`src/rtl/vga_axil_pkg.sv`:
```
// Shared types, register offsets and address decode for the VGA AXI4-Lite register bank.
package vga_axil_pkg;

    localparam int unsigned AXIL_ADDR_W = 32;
    localparam int unsigned AXIL_DATA_W = 32;
    localparam int unsigned BG_COLOR_W  = 12;

    typedef logic [AXIL_ADDR_W-1:0] axil_addr_t;
    typedef logic [AXIL_DATA_W-1:0] axil_data_t;
    typedef logic [1:0]             axil_resp_t;

    localparam axil_resp_t RESP_OKAY   = 2'b00;
    localparam axil_resp_t RESP_SLVERR = 2'b10;

    localparam axil_addr_t CTRL_OFS     = 32'h0000_0000;
    localparam axil_addr_t BG_COLOR_OFS = 32'h0000_0004;
    localparam axil_addr_t STATUS_OFS   = 32'h0000_0008;
    localparam axil_addr_t IRQ_OFS      = 32'h0000_000C;
    localparam axil_addr_t SCRATCH_OFS  = 32'h0000_0010;

    typedef struct packed {
        logic test_pattern;
        logic en;
    } ctrl_t;

    typedef enum logic {W_IDLE, W_RESP} w_state_t;
    typedef enum logic {R_IDLE, R_DATA} r_state_t;

    typedef enum logic [2:0] {
        SEL_CTRL, SEL_BG_COLOR, SEL_STATUS, SEL_IRQ, SEL_SCRATCH, SEL_NONE
    } reg_sel_t;

    // Word-address decode; any set bit above the 32-byte window is unmapped.
    function automatic reg_sel_t decode_addr(input logic [AXIL_ADDR_W-1:2] word_addr);
        reg_sel_t sel;
        sel = SEL_NONE;
        if (word_addr[AXIL_ADDR_W-1:5] == '0) begin
            case (word_addr[4:2])
                CTRL_OFS[4:2]:     sel = SEL_CTRL;
                BG_COLOR_OFS[4:2]: sel = SEL_BG_COLOR;
                STATUS_OFS[4:2]:   sel = SEL_STATUS;
                IRQ_OFS[4:2]:      sel = SEL_IRQ;
                SCRATCH_OFS[4:2]:  sel = SEL_SCRATCH;
                default:           sel = SEL_NONE;
            endcase
        end
        return sel;
    endfunction

endpackage

```
`src/rtl/vga_axil_strb_merge.sv`:
```
// Byte-lane merge of a register's current value with strobed write data.
module vga_axil_strb_merge #(
    parameter int unsigned DATA_W = 32
) (
    input  logic [DATA_W-1:0]   old_data,
    input  logic [DATA_W-1:0]   wdata,
    input  logic [DATA_W/8-1:0] wstrb,
    output logic [DATA_W-1:0]   merged
);

    always_comb begin
        merged = old_data;
        for (int i = 0; i < int'(DATA_W / 8); i++) begin
            if (wstrb[i]) merged[8*i +: 8] = wdata[8*i +: 8];
        end
    end

endmodule

```
`src/rtl/vga_axil_regs.sv`:
```
// AXI4-Lite slave holding the VGA control/status registers, with independent read and write FSMs.
module vga_axil_regs
    import vga_axil_pkg::*;
#(
    parameter int unsigned ADDR_W      = 32,
    parameter int unsigned DATA_W      = 32,
    parameter int unsigned FRAME_CNT_W = 16
) (
    input  logic                   clk,
    input  logic                   rst,
    input  logic [ADDR_W-1:0]      araddr,
    input  logic                   arvalid,
    output logic                   arready,
    output logic [DATA_W-1:0]      rdata,
    output logic [1:0]             rresp,
    output logic                   rvalid,
    input  logic                   rready,
    input  logic [ADDR_W-1:0]      awaddr,
    input  logic                   awvalid,
    output logic                   awready,
    input  logic [DATA_W-1:0]      wdata,
    input  logic [DATA_W/8-1:0]    wstrb,
    input  logic                   wvalid,
    output logic                   wready,
    output logic [1:0]             bresp,
    output logic                   bvalid,
    input  logic                   bready,
    input  logic                   vsync_i,
    output logic                   en_o,
    output logic                   test_pat_o,
    output logic [BG_COLOR_W-1:0]  bg_color_o,
    output logic                   irq_o
);

    localparam int unsigned STRB_W = DATA_W / 8;

    w_state_t                w_state, w_state_n;
    r_state_t                r_state, r_state_n;
    logic                    aw_held, aw_held_n, w_held, w_held_n;
    logic [ADDR_W-1:0]       aw_addr_q;
    logic [DATA_W-1:0]       w_data_q;
    logic [STRB_W-1:0]       w_strb_q;
    axil_resp_t              bresp_q, bresp_n, rresp_q, rresp_n;
    logic [DATA_W-1:0]       rdata_q, rdata_n;

    ctrl_t                   ctrl_q;
    logic [BG_COLOR_W-1:0]   bg_q;
    logic [DATA_W-1:0]       scratch_q;
    logic [FRAME_CNT_W-1:0]  frame_cnt_q;
    logic                    frame_done_q, vs_d;

    logic aw_hs, w_hs, ar_hs, commit, irq_clr, vs_rise;
    logic [ADDR_W-1:0]  wr_addr;
    logic [DATA_W-1:0]  wr_data, wr_old, merged, rd_val;
    logic [STRB_W-1:0]  wr_strb;
    axil_addr_t         wr_addr_ext, ar_addr_ext;
    reg_sel_t           wr_sel, ar_sel;
    logic               unused_addr_lsbs;

    // Readies depend only on FSM state and are forced low in reset.
    assign awready = !rst && (w_state == W_IDLE) && !aw_held;
    assign wready  = !rst && (w_state == W_IDLE) && !w_held;
    assign arready = !rst && (r_state == R_IDLE);
    assign bvalid  = (w_state == W_RESP);
    assign rvalid  = (r_state == R_DATA);
    assign bresp   = bresp_q;
    assign rresp   = rresp_q;
    assign rdata   = rdata_q;

    assign aw_hs = awvalid && awready;
    assign w_hs  = wvalid && wready;
    assign ar_hs = arvalid && arready;

    assign wr_addr = aw_held ? aw_addr_q : awaddr;
    assign wr_data = w_held  ? w_data_q  : wdata;
    assign wr_strb = w_held  ? w_strb_q  : wstrb;
    assign commit  = (w_state == W_IDLE) && (aw_held || aw_hs) && (w_held || w_hs);

    assign wr_addr_ext = AXIL_ADDR_W'(wr_addr);
    assign ar_addr_ext = AXIL_ADDR_W'(araddr);
    assign wr_sel      = decode_addr(wr_addr_ext[AXIL_ADDR_W-1:2]);
    assign ar_sel      = decode_addr(ar_addr_ext[AXIL_ADDR_W-1:2]);
    assign unused_addr_lsbs = ^{wr_addr_ext[1:0], ar_addr_ext[1:0]};

    assign irq_clr = commit && (wr_sel == SEL_IRQ) && wr_strb[0] && wr_data[0];
    assign vs_rise = vsync_i && !vs_d;

    always_comb begin
        wr_old = '0;
        case (wr_sel)
            SEL_CTRL:     wr_old = DATA_W'(ctrl_q);
            SEL_BG_COLOR: wr_old = DATA_W'(bg_q);
            SEL_SCRATCH:  wr_old = scratch_q;
            default:      wr_old = '0;
        endcase
    end

    vga_axil_strb_merge #(.DATA_W(DATA_W)) u_merge (
        .old_data (wr_old),
        .wdata    (wr_data),
        .wstrb    (wr_strb),
        .merged   (merged)
    );

    always_comb begin
        rd_val = '0;
        case (ar_sel)
            SEL_CTRL:     rd_val = DATA_W'(ctrl_q);
            SEL_BG_COLOR: rd_val = DATA_W'(bg_q);
            SEL_STATUS:   rd_val = DATA_W'({frame_cnt_q, 15'b0, vsync_i});
            SEL_IRQ:      rd_val = DATA_W'(frame_done_q);
            SEL_SCRATCH:  rd_val = scratch_q;
            default:      rd_val = '0;
        endcase
    end

    // Write and read FSM next-state.
    always_comb begin
        w_state_n = w_state;
        aw_held_n = aw_held;
        w_held_n  = w_held;
        bresp_n   = bresp_q;
        r_state_n = r_state;
        rdata_n   = rdata_q;
        rresp_n   = rresp_q;
        unique case (w_state)
            W_IDLE: begin
                if (aw_hs) aw_held_n = 1'b1;
                if (w_hs)  w_held_n  = 1'b1;
                if (commit) begin
                    w_state_n = W_RESP;
                    bresp_n   = (wr_sel == SEL_NONE || wr_sel == SEL_STATUS) ? RESP_SLVERR : RESP_OKAY;
                end
            end
            W_RESP: begin
                if (bready) begin
                    w_state_n = W_IDLE;
                    aw_held_n = 1'b0;
                    w_held_n  = 1'b0;
                end
            end
        endcase
        unique case (r_state)
            R_IDLE: begin
                if (ar_hs) begin
                    r_state_n = R_DATA;
                    rdata_n   = rd_val;
                    rresp_n   = (ar_sel == SEL_NONE) ? RESP_SLVERR : RESP_OKAY;
                end
            end
            R_DATA: begin
                if (rready) r_state_n = R_IDLE;
            end
        endcase
    end

    always_ff @(posedge clk) begin
        if (rst) begin
            w_state      <= W_IDLE;
            r_state      <= R_IDLE;
            aw_held      <= 1'b0;
            w_held       <= 1'b0;
            aw_addr_q    <= '0;
            w_data_q     <= '0;
            w_strb_q     <= '0;
            bresp_q      <= RESP_OKAY;
            rresp_q      <= RESP_OKAY;
            rdata_q      <= '0;
            ctrl_q       <= '0;
            bg_q         <= '0;
            scratch_q    <= '0;
            frame_cnt_q  <= '0;
            frame_done_q <= 1'b0;
            vs_d         <= 1'b0;
        end else begin
            w_state <= w_state_n;
            r_state <= r_state_n;
            aw_held <= aw_held_n;
            w_held  <= w_held_n;
            bresp_q <= bresp_n;
            rresp_q <= rresp_n;
            rdata_q <= rdata_n;
            if (aw_hs) aw_addr_q <= awaddr;
            if (w_hs) begin
                w_data_q <= wdata;
                w_strb_q <= wstrb;
            end
            if (commit) begin
                case (wr_sel)
                    SEL_CTRL:     ctrl_q    <= ctrl_t'(merged[$bits(ctrl_t)-1:0]);
                    SEL_BG_COLOR: bg_q      <= merged[BG_COLOR_W-1:0];
                    SEL_SCRATCH:  scratch_q <= merged;
                    default:      ;
                endcase
            end
            vs_d <= vsync_i;
            if (vs_rise) frame_cnt_q <= frame_cnt_q + FRAME_CNT_W'(1);
            // A new frame beats a simultaneous W1C.
            if (vs_rise)      frame_done_q <= 1'b1;
            else if (irq_clr) frame_done_q <= 1'b0;
        end
    end

    assign en_o       = ctrl_q.en;
    assign test_pat_o = ctrl_q.test_pattern;
    assign bg_color_o = bg_q;
    assign irq_o      = frame_done_q;

endmodule

```
`config.mk`:
```
export PLATFORM = sky130hd
export DESIGN_NAME = vga_axil_regs
export DESIGN_NICKNAME = d
export VERILOG_FILES = /design/src/rtl/vga_axil_pkg.sv /design/src/rtl/vga_axil_strb_merge.sv /design/src/rtl/vga_axil_regs.sv
export SDC_FILE = /design/constraint.sdc
export NUM_CORES = 1
export LEC_CHECK = 0
export CAP_MARGIN = 5
export CORE_ASPECT_RATIO = 1.1
export CORE_MARGIN = 3
export CORE_UTILIZATION = 46
export CTS_CLUSTER_DIAMETER = 80
export DETAILED_ROUTE_END_ITERATION = 10
export HOLD_SLACK_MARGIN = 0.15
export MAX_ROUTING_LAYER = met4
export PLACE_DENSITY = 0.78
export SYNTH_ARGS = -nofsm -noshare
export SYNTH_HDL_FRONTEND = slang
export SYNTH_HIERARCHICAL = 1
export SYNTH_SLANG_ARGS = --single-unit
```
`constraint.sdc`:
```
create_clock -name clk -period 3.4 [get_ports clk]
set_clock_uncertainty 0.1 [all_clocks]
set_input_delay 0.68 -clock clk [delete_from_list [all_inputs] [get_ports clk]]
set_output_delay 0.68 -clock clk [all_outputs]
set_load 0.02 [all_outputs]
```
==> metrics.txt, run 1 <==
number of synthesized flops with an enable pin 0; top-level I/O count 164; fillers 1487; CORE AREA 16700 um^2; Hold Path Sink w_data_q[26]$_SDFFE_PP0P_; share of cells above drive strength 1 0.126; multi-input logic area 4230 um^2; metal3 WL 1260 um; Die X 131 um; Top Layer Used met4; Worst Hold Path Cells 2; Reg area 3360 um^2; Hold Crit Class reg -> reg; insertion delay to the later sink of the worst-skew pair 430 ps; Die Span Y 144 um; vias in the first global route 6939; Final min period 2890 ps; final hold viol count 0; DRC 0; drt first pass iters 5; first-pass GRT wire length 35400 um; Slew @ Worst Pin 1190 ps; post-DP HPWL 14600 um; via count 7225; register share of total power 0.456; final slew viol count 0; H-tree depth 4; Hold Crit Start w_data_q[26]$_SDFFE_PP0P_; Seq/Total Area, Yosys 0.423; Pint 3390 uW; die area 18900 um^2; Final Setup Violations 0; Inst Count DP 1262; Cell variety after synth 49; Post-Layout Cell Count 1292; row count 49; ANT nets after route 0; critical path class in -> reg; initial antenna violation count 0; PortBufs 157; R2R setup slack 620 ps; ys flop type dfxtp_1; RR Endpoint scratch_q[20]$_SDFFE_PP0P_; NetSw 1100 uW; status completed; final net count 1161; setup TNS 0 ps; ant diodes 0; critical path required time 3650 ps; clock root cell clkbuf_16; first-iteration detailed-routing DRC count 495; Leak 0.00364 uW; Sw Ratio 0.246; final core occ 0.615; average cell area after synthesis 8.65 um^2; deepest clock path buffer count 2; P per Cell Area 438 nW/um^2; Post-synth ARST share 0; RSZ-0062 raised after global routing no; metal2 WL 10700 um; flops & latches, synth 168; Syn Std Cell Area 7960 um^2; TritonCTS clock tree built; Max FO, Critical Path 17; DP Area 9710 um^2; number of post-CTS setup repair buffers 0; Final Instance Area 10300 um^2; fin crit share 0.849; Yosys warnings 6; Routed WL per cell 17.1 um; Avg Vias per Cell 5.59; cells resized by post-CTS repair 0; gr usage total 0.238; largest net degree at the start of global routing 64; crit end category register; Initial Util 0.477; hold_buf cts 0; Syn-to-layout area delta 28.9%; total power draw 4490 uW; FF-to-FF Start aw_held$_SDFFE_PP0P_; CP arrival 3140 ps; Metal-1 WL 9660 um; clock power share 0.412; clk sinks 168; Comb pwr share 0.132; worst-case reg-to-reg path depth 9; startpoint type of the worst setup path primary input; Max rail drop VDD 0.000365 V; f_max 346 MHz; Max Cap Viol 0; Slew Limit Headroom 0.202; Inserted Clock Buffers 17; Clk pin slew, worst setup/hold paths 60 ps; drt total wl 22100 um; Synth Instances 920; gpl congestion 0.847; GRT overflow 0
-- state kept, by name, summed over array words and instances (netlist names), 4 cells and up --
signal       flops
rdata           32
aw_addr_q       30
w_data_q        32
bg_color_o      12
w_strb_q         4
scratch_q       32
frame_cnt_q     16
-- layout make-up --
class,count,share of cell area
inverter,14,0.00512
tap,229,0.0279
multi-input combinational,667,0.413
sequential,168,0.328
clock inverter,9,0.0100
clock buffer,21,0.0439
timing repair buffer,184,0.173
-- worst max-delay path: stages --
cell and delay [ps]:
clkdlybuf4s50_1 410, nor4_1 330, nand3_1 210, o22a_1 360
nor4_4 310, buf_4 280, and2_1 190, mux2_4 150
nand3_1 60, a21oi_1 140
-- layout by cell type (no fill, tap or decap), drive strengths merged, types with 2 or more instances in the layout --
cell and count:
dfxtp 168, clkdlybuf4s50 156, nand2 145, a21oi 117, mux2 69, nand3 54
o21ai 50, nor2 48, buf 28, and2 22, nor4 22, clkbuf 21
a22oi 18, a2bb2oi 17, inv 14, a22o 14, a222oi 10, mux2i 8
xnor2 8, and3 7, nand2b 7, nor3 6, nor2b 6, xor2 6
nor3b 5, clkinv 4, and4 3, nand4 3, clkinvlp 3, or3 2
a2111o 2, a2111oi 2, a211oi 2, conb 2, bufinv 2
-- through the flow --
step | worst slack [ps] | hold slack [ps]
floorplan | 816 | 333
global placement | 125 | 338
detailed placement | 76.1 | 347
CTS | 512 | 355
global route | 263 | 368
finish | 513 | 353
-- worst max path at each step --
stage | start | endpoint | slack (ps) | cells after the start
floorplan | awaddr[12] | bg_color_o[11]$_SDFFE_PP0P_ | 820 | 10
global placement | awaddr[12] | scratch_q[10]$_SDFFE_PP0P_ | 130 | 10
detailed placement | awaddr[12] | scratch_q[6]$_SDFFE_PP0P_ | 80 | 10
CTS | awaddr[12] | scratch_q[6]$_SDFFE_PP0P_ | 510 | 10
global route | awaddr[17] | scratch_q[30]$_SDFFE_PP0P_ | 260 | 10
finish | awaddr[20] | scratch_q[20]$_SDFFE_PP0P_ | 510 | 10
-- metal layers --
metal | vias to the layer above | GRT usage
met5 | - | -
met4 | 0 | 0.0813
met3 | 35 | 0.0455
met2 | 232 | 0.402
met1 | 3432 | 0.287
li1 | 3526 | -
-- power groups by stage --
stage / clock (uW) / sequential, uW / combinational [uW]
6_report: 1850 / 2050 / 593
5_1_grt: 1970 / 2050 / 639
4_1_cts: 1880 / 2050 / 592
3_5_place_dp: 0 / 2090 / 588
3_3_place_gp: 0 / 2090 / 583
2_1_floorplan: 0 / 2090 / 351
-- logic make-up (layout without fill, tap and decap cells) --
| logic type | Yosys count | in the layout | share of synthesized area |
|---|---|---|---|
| xor gates and xnor gates | 14 | 14 | 0.0154 |
| other | 1 | 2 | 0.000471 |
| AOI/OAI and AO/OA | 239 | 239 | 0.189 |
| DFF | 168 | 168 | 0.423 |
| and+or+nand+nor | 334 | 334 | 0.200 |
| adders and majority gates | 1 | 1 | 0.00157 |
| buffers and inverters | 86 | 228 | 0.0487 |
| muxes | 77 | 77 | 0.123 |
-- synthesized netlist by cell type, types with 2 or more instances --
| cell type | instances | area, um^2 |
|---|---|---|
| dfxtp_1 | 168 | 3360 |
| nand2_1 | 145 | 544 |
| a21oi_1 | 117 | 586 |
| clkbuf_1 | 54 | 203 |
| nand3_1 | 54 | 270 |
| o21ai_0 | 50 | 250 |
| nor2_1 | 48 | 180 |
| mux2_2 | 37 | 417 |
| mux2_4 | 32 | 480 |
| and2_1 | 22 | 138 |
| a22oi_1 | 18 | 135 |
| nor4_1 | 18 | 113 |
| a2bb2oi_1 | 17 | 149 |
| a22o_1 | 14 | 123 |
| inv_1 | 14 | 52.6 |
| a222oi_1 | 10 | 100 |
| mux2i_1 | 8 | 80.1 |
| xnor2_1 | 8 | 70.1 |
| and3_1 | 7 | 43.8 |
| buf_2 | 7 | 35.0 |
| nand2b_1 | 7 | 43.8 |
| nor2b_1 | 6 | 37.5 |
| nor3_1 | 6 | 30.0 |
| xor2_1 | 6 | 52.6 |
| buf_4 | 5 | 37.5 |
| buf_6 | 5 | 56.3 |
| nor3b_1 | 5 | 37.5 |
| and4_1 | 3 | 26.3 |
| nand4_1 | 3 | 18.8 |
| nor4_2 | 3 | 37.5 |
| a2111o_1 | 2 | 22.5 |
| a2111oi_4 | 2 | 55.1 |
| a211oi_1 | 2 | 15.0 |
| or3_1 | 2 | 12.5 |
Power figures use the tool's default switching activity.
==> run 2: changes to the inputs <==
--- a/config.mk
+++ b/config.mk
@@ -13,7 +13,7 @@
 export DETAILED_ROUTE_END_ITERATION = 10
 export HOLD_SLACK_MARGIN = 0.15
 export MAX_ROUTING_LAYER = met4
-export PLACE_DENSITY = 0.78
+export PLACE_DENSITY = 0.81
 export SYNTH_ARGS = -nofsm -noshare
 export SYNTH_HDL_FRONTEND = slang
 export SYNTH_HIERARCHICAL = 1
==> constraint.sdc (replaced) <==
create_clock -name clk -period 2.5 [get_ports clk]
set_clock_uncertainty 0.1 [all_clocks]
set_input_delay 0.5 -clock clk [delete_from_list [all_inputs] [get_ports clk]]
set_output_delay 0.5 -clock clk [all_outputs]
set_load 0.02 [all_outputs]
==> run 2 against run 1 <==
Compared with the run above:
- first-iteration DRC count rose by 12%
- via count is 2.7% higher
- global-route usage up 0.087 points
- die area stayed put
- power rose by 40%
- clock power is 41% higher
- hold slack lost 56 ps
- final area increased by 4.2%
- sequential power increased by 36%
- largest cell class unchanged
- largest power group unchanged
- highest routed layer unchanged
==> metrics.txt, run 2 (synthesized netlist as in run 1, its figures left out) <==
drt first pass iters 6; status completed; fillers 1391; f_max 416 MHz; H-tree depth 4; ANT nets after route 0; cells along the critical path nor3_2, clkdlybuf4s50_1; GRT overflow 0; insertion delay to the later sink of the worst-skew pair 430 ps; Leak 0.00384 uW; Routed WL per cell 16.9 um; first-pass GRT wire length 35900 um; Slew @ Worst Pin 1040 ps; Inst Count DP 1289; first-iteration detailed-routing DRC count 552; Clk pin slew, worst setup/hold paths 60 ps; initial antenna violation count 0; hold_ws 297 ps; fin crit share 0.963; Max rail drop VDD 0.000599 V; Worst Setup Slack, final 93.6 ps; ant diodes 0; clock root cell clkbuf_16; DRC 0; NetSw 1570 uW; gpl congestion 0.862; final net count 1191; crit path max-delay cell type clkdlybuf4s50_1; share of cells above drive strength 1 0.160; via count 7418; critical path required time 1900 ps; TritonCTS clock tree built; CP arrival 1810 ps; Worst path max stage delay 640 ps; most common cell after layout, fill and taps aside dfxtp_1; largest net degree at the start of global routing 46; deepest clock path buffer count 2; Post-Layout Cell Count 1323; PortBufs 157; final hold viol count 0; Die Span Y 144 um; final slew viol count 0; Comb pwr share 0.140; R2R setup slack 220 ps; Die X 131 um; Final min period 2410 ps; gr usage total 0.239; clk sinks 168; register share of total power 0.444; hold_buf cts 0; top-level I/O count 164; Hold Crit Class in -> reg; Pint 4700 uW; post-DP HPWL 15300 um; Final Setup Violations 0; die area 18900 um^2; Max Cap Viol 0; final core occ 0.641; CORE AREA 16700 um^2; Final Instance Area 10700 um^2; Initial Util 0.477; DP Area 10000 um^2; vias in the first global route 7228; startpoint type of the worst setup path register; Sw Ratio 0.251; Avg Vias per Cell 5.61; critical path class reg -> out; drt total wl 22400 um; crit end category output pin; row count 49; clock power share 0.416; P per Cell Area 587 nW/um^2; most frequent cells in the layout dfxtp_1, clkdlybuf4s50_1, nand2_1, a21oi_1, nand3_1; Slew Limit Headroom 0.307; Syn-to-layout area delta 34.4%; Max FO, Critical Path 14; Inserted Clock Buffers 17; pre-CTS WS -564 ps
==> run 2: cell count changes in the layout (fill, tap and decap cells not counted), sizes merged <==
| cell | change |
|---|---|
| dlygate4sd2 | +1 |
| clkinvlp | -1 |
| buf | +29 |
| clkdlybuf4s50 | -1 |
| clkinv | +1 |
| inv | +2 |
==> run 2: layout make-up <==
class / instances / area, um^2 / area share
Inverter: 14 / 52.6 / 0.00492
Sequential cell: 168 / 3360 / 0.315
Multi-Input combinational cell: 667 / 4290 / 0.402
Timing Repair Buffer: 214 / 2120 / 0.198
Clock buffer: 20 / 457 / 0.0427
Tap cell: 229 / 287 / 0.0268
Clock inverter: 11 / 121 / 0.0114
==> run 2: repair_timing <==
action	4_1_cts	5_1_grt
buffers inserted	0	1
gates resized for setup	5	12
endpoints found under the setup margin	44	42
cloned	0	2
pin swaps	1	12
==> run 2: final timing paths <==
check,start,to,depth (start not counted)
hold reg to reg,w_data_q[6]$_SDFFE_PP0P_,w_data_q[6]$_SDFFE_PP0P_,2
hold / removal,rst,rvalid$_SDFF_PP0_,2
setup / recovery,w_held$_SDFFE_PP0P_,wready,2
setup reg to reg,aw_addr_q[25]$_SDFFE_PP0P_,scratch_q[21]$_SDFFE_PP0P_,10
==> run 2: power by group through the flow <==
stage | registers (uW) | logic, uW | clock network, uW
detailed placement | 2840 | 860 | 0
global placement | 2840 | 848 | 0
floorplan | 2840 | 478 | 0
finish | 2790 | 880 | 2610
global route | 2790 | 949 | 2750
CTS | 2780 | 866 | 2630
==> run 2: per-stage QoR <==
| step | power (uW) | TNS (ps) |
|---|---|---|
| 4_1_cts | 6280 | 0 |
| 5_1_grt | 6490 | -99.3 |
| 6_report | 6270 | 0 |
| 3_5_place_dp | 3700 | -23390 |
| 3_3_place_gp | 3690 | -22240 |
| 2_1_floorplan | 3310 | 0 |
==> run 2: worst max-delay path: cells and delay by family (launching register included) <==
kind | cells | cell delay [ps]
AND/OR/NAND/NOR | 1 | 290
flip-flops | 1 | 450
buffers and inverters | 1 | 640
==> run 2: metal layers <==
metal	global-route usage	wire length, um	share of wire
met1	0.292	9640	0.43
met2	0.394	10800	0.48
met3	0.0469	1440	0.064
met4	0.0896	527	0.024
met5	-	0	0
==> run 3: changes to the inputs <==
--- a/config.mk
+++ b/config.mk
@@ -13,8 +13,7 @@
 export DETAILED_ROUTE_END_ITERATION = 10
 export HOLD_SLACK_MARGIN = 0.15
 export MAX_ROUTING_LAYER = met4
-export PLACE_DENSITY = 0.81
+export PLACE_DENSITY = 0.82
 export SYNTH_ARGS = -nofsm -noshare
 export SYNTH_HDL_FRONTEND = slang
-export SYNTH_HIERARCHICAL = 1
 export SYNTH_SLANG_ARGS = --single-unit
==> run 3 against run 2 <==
Compared with the run above:
- via count is 4.9% lower
- non-clock buffer count is 16 higher
- power fell by 4.6%
- synthesized area down 8.0%
- sequential power about the same
- synthesized cell count decreased by 4.0%
- first-iteration DRC count shrank 1.1%
- global-route usage shrank 0.37 points
- clock-buffer cell count increased by 1
- largest cell class unchanged
- largest power group unchanged
- highest routed layer unchanged
==> metrics.txt, run 3 <==
status completed; DRC 0; insertion delay to the later sink of the worst-skew pair 420 ps; CP arrival 2600 ps; P per Cell Area 590 nW/um^2; Syn Std Cell Area 7320 um^2; area leader, netlist dfxtp_1; most frequent cells in the layout nand2_1, dfxtp_1, clkdlybuf4s50_1, a21oi_1, buf_4; Critical Path Start awaddr[15]; Initial Util 0.477; PortBufs 157; Avg Vias per Cell 5.49; Synth Instances 883; Inserted Clock Buffers 17; ant diodes 0; Worst path max stage delay 430 ps; Most common cell on crit path buf_4; Cell variety after synth 52; FF-to-FF Start aw_held$_SDFFE_PP0P_; final slew viol count 0; critical path class in -> reg; Sw Ratio 0.244; share of cells above drive strength 1 0.146; fin crit share 0.960; RR Endpoint bg_color_o[0]$_SDFFE_PP0P_; top-level I/O count 164; crit end category register; Max FO, Critical Path 10; row count 47; clock root cell clkbuf_16; flops & latches, synth 168; Final Setup Violations 0; Routed WL per cell 15.8 um; vias in the first global route 6756; initial antenna violation count 0; H-tree depth 4; f_max 417 MHz; Max rail drop VDD 0.000450 V; number of synthesized flops with an enable pin 0; largest net degree at the start of global routing 40; NetSw 1460 uW; gpl congestion 0.917; startpoint type of the worst setup path primary input; top cell type's share of synthesized area 0.459; Post-synth ARST share 0; hold_ws 286 ps; Pint 4520 uW; first-iteration detailed-routing DRC count 546; Final Instance Area 10100 um^2; critical path required time 2700 ps; CORE AREA 15300 um^2; DP Area 9460 um^2; first-pass GRT wire length 32700 um; worst-case reg-to-reg path depth 9; R2R setup slack 200 ps; Leak 0.00397 uW; fillers 1279; Clk pin slew, worst setup/hold paths 60 ps; Max Cap Viol 0; Final min period 2400 ps; ys flop type dfxtp_1; final net count 1187; Syn-to-layout area delta 38.4%; GRT overflow 0; Comb pwr share 0.121; clock power share 0.414; drt first pass iters 5; most common cell after layout, fill and taps aside nand2_1; Critical Path End bg_color_o[4]$_SDFFE_PP0P_; Post-Layout Cell Count 1286; via count 7057; Die X 126 um; average cell area after synthesis 8.29 um^2; Yosys warnings 0; gr usage total 0.235; clk sinks 168; synth cell count leaders nand2_1, dfxtp_1, a21oi_1; Hold Crit Class in -> reg; Die Span Y 138 um; TritonCTS clock tree built; deepest clock path buffer count 2; die area 17500 um^2; cells along the critical path clkdlybuf4s50_1, nor4_1, buf_4, nand3b_1, buf_4, a22oi_4, and3_1, buf_4, o22ai_1, o21bai_1; register share of total power 0.465; final hold viol count 0; setup TNS 0 ps; top-count cell post-synth nand2_1; ANT nets after route 0; post-DP HPWL 14400 um; Seq/Total Area, Yosys 0.459; drt total wl 20300 um; Inst Count DP 1250; top post-synthesis cells by area dfxtp_1, nand2_1, a21oi_1; crit path max-delay cell type clkdlybuf4s50_1
## run 3: changes by cell type after synthesis, moves of 19 or more
cell and change:
a21oi_1 -37, nand3_1 -39, nand2_1 +79, mux2i_1 +19, mux2_4 -32, o21ai_0 -35
## run 3: critical path: cells and delay by family
kind	cells	cell delay, ps
AO/OA/AOI/OAI	3	550
buffers and inverters	4	920
AND/OR/NAND/NOR	3	610
## run 3: per-stage QoR
step	total power (uW)	setup slack, ps	util
floorplan	3200	175	-
global placement	3540	-467	0.616
detailed placement	3550	-482	0.616
CTS	6010	0.0424	0.653
global route	6200	-8.77	0.660
finish	5980	99.6	0.660
## run 3: layout make-up
cell class	instances	area [um^2]	area share
timing repair buffer	230	2180	0.215
inverter	17	63.8	0.00630
clock buffer	21	460	0.0454
sequential	168	3360	0.332
tap	196	245	0.0242
clock inverter	10	96.3	0.00951
multi-input combinational	644	3720	0.368
## run 3: cell families (layout without fill, tap and decap cells)
logic type | after synthesis | count (layout) | share of synthesized area
mux | 54 | 54 | 0.0784
other cells | 1 | 2 | 0.000512
simple gates | 389 | 389 | 0.242
fa+ha+maj | 1 | 1 | 0.00171
flops | 168 | 168 | 0.459
compound gates | 185 | 185 | 0.162
buf+inv | 72 | 278 | 0.0405
xor+xnor | 13 | 13 | 0.0156
## run 3: metal layers
metal  up-vias  GRT usage  part of all wire
li1       3460          -                 -
met5         -          -                 0
met3        37     0.0494             0.066
met1      3288      0.286              0.42
met2       272      0.386              0.49
met4         0     0.0830             0.022
## run 3: timing repair
action,CTS,global route
hold endpoints to repair,0,0
pin swaps,0,7
endpoints found under the setup margin,5,29
gates resized for setup,2,18
buffers inserted,0,5
hold buffers,0,0
## run 3: worst min-delay path by stage
stage / startpoint / end / slack [ps] / depth (start not counted)
detailed placement: rdata[19]$_SDFFE_PP0P_ / rdata[19]$_SDFFE_PP0P_ / 330 / 2
global placement: rdata[3]$_SDFFE_PP0P_ / rdata[3]$_SDFFE_PP0P_ / 320 / 2
global route: awaddr[12] / aw_addr_q[12]$_SDFFE_PP0P_ / 280 / 3
floorplan: w_data_q[11]$_SDFFE_PP0P_ / w_data_q[11]$_SDFFE_PP0P_ / 330 / 2
finish: awaddr[12] / aw_addr_q[12]$_SDFFE_PP0P_ / 290 / 3
CTS: rst / w_data_q[19]$_SDFFE_PP0P_ / 270 / 2
## run 3: power by group through the flow
stage	registers, uW	clock network [uW]	logic (uW)
after floorplan	2840	0	359
after global routing	2790	2630	784
final	2780	2480	722
after CTS	2780	2510	714
after detailed placement	2840	0	711
after global placement	2840	0	700
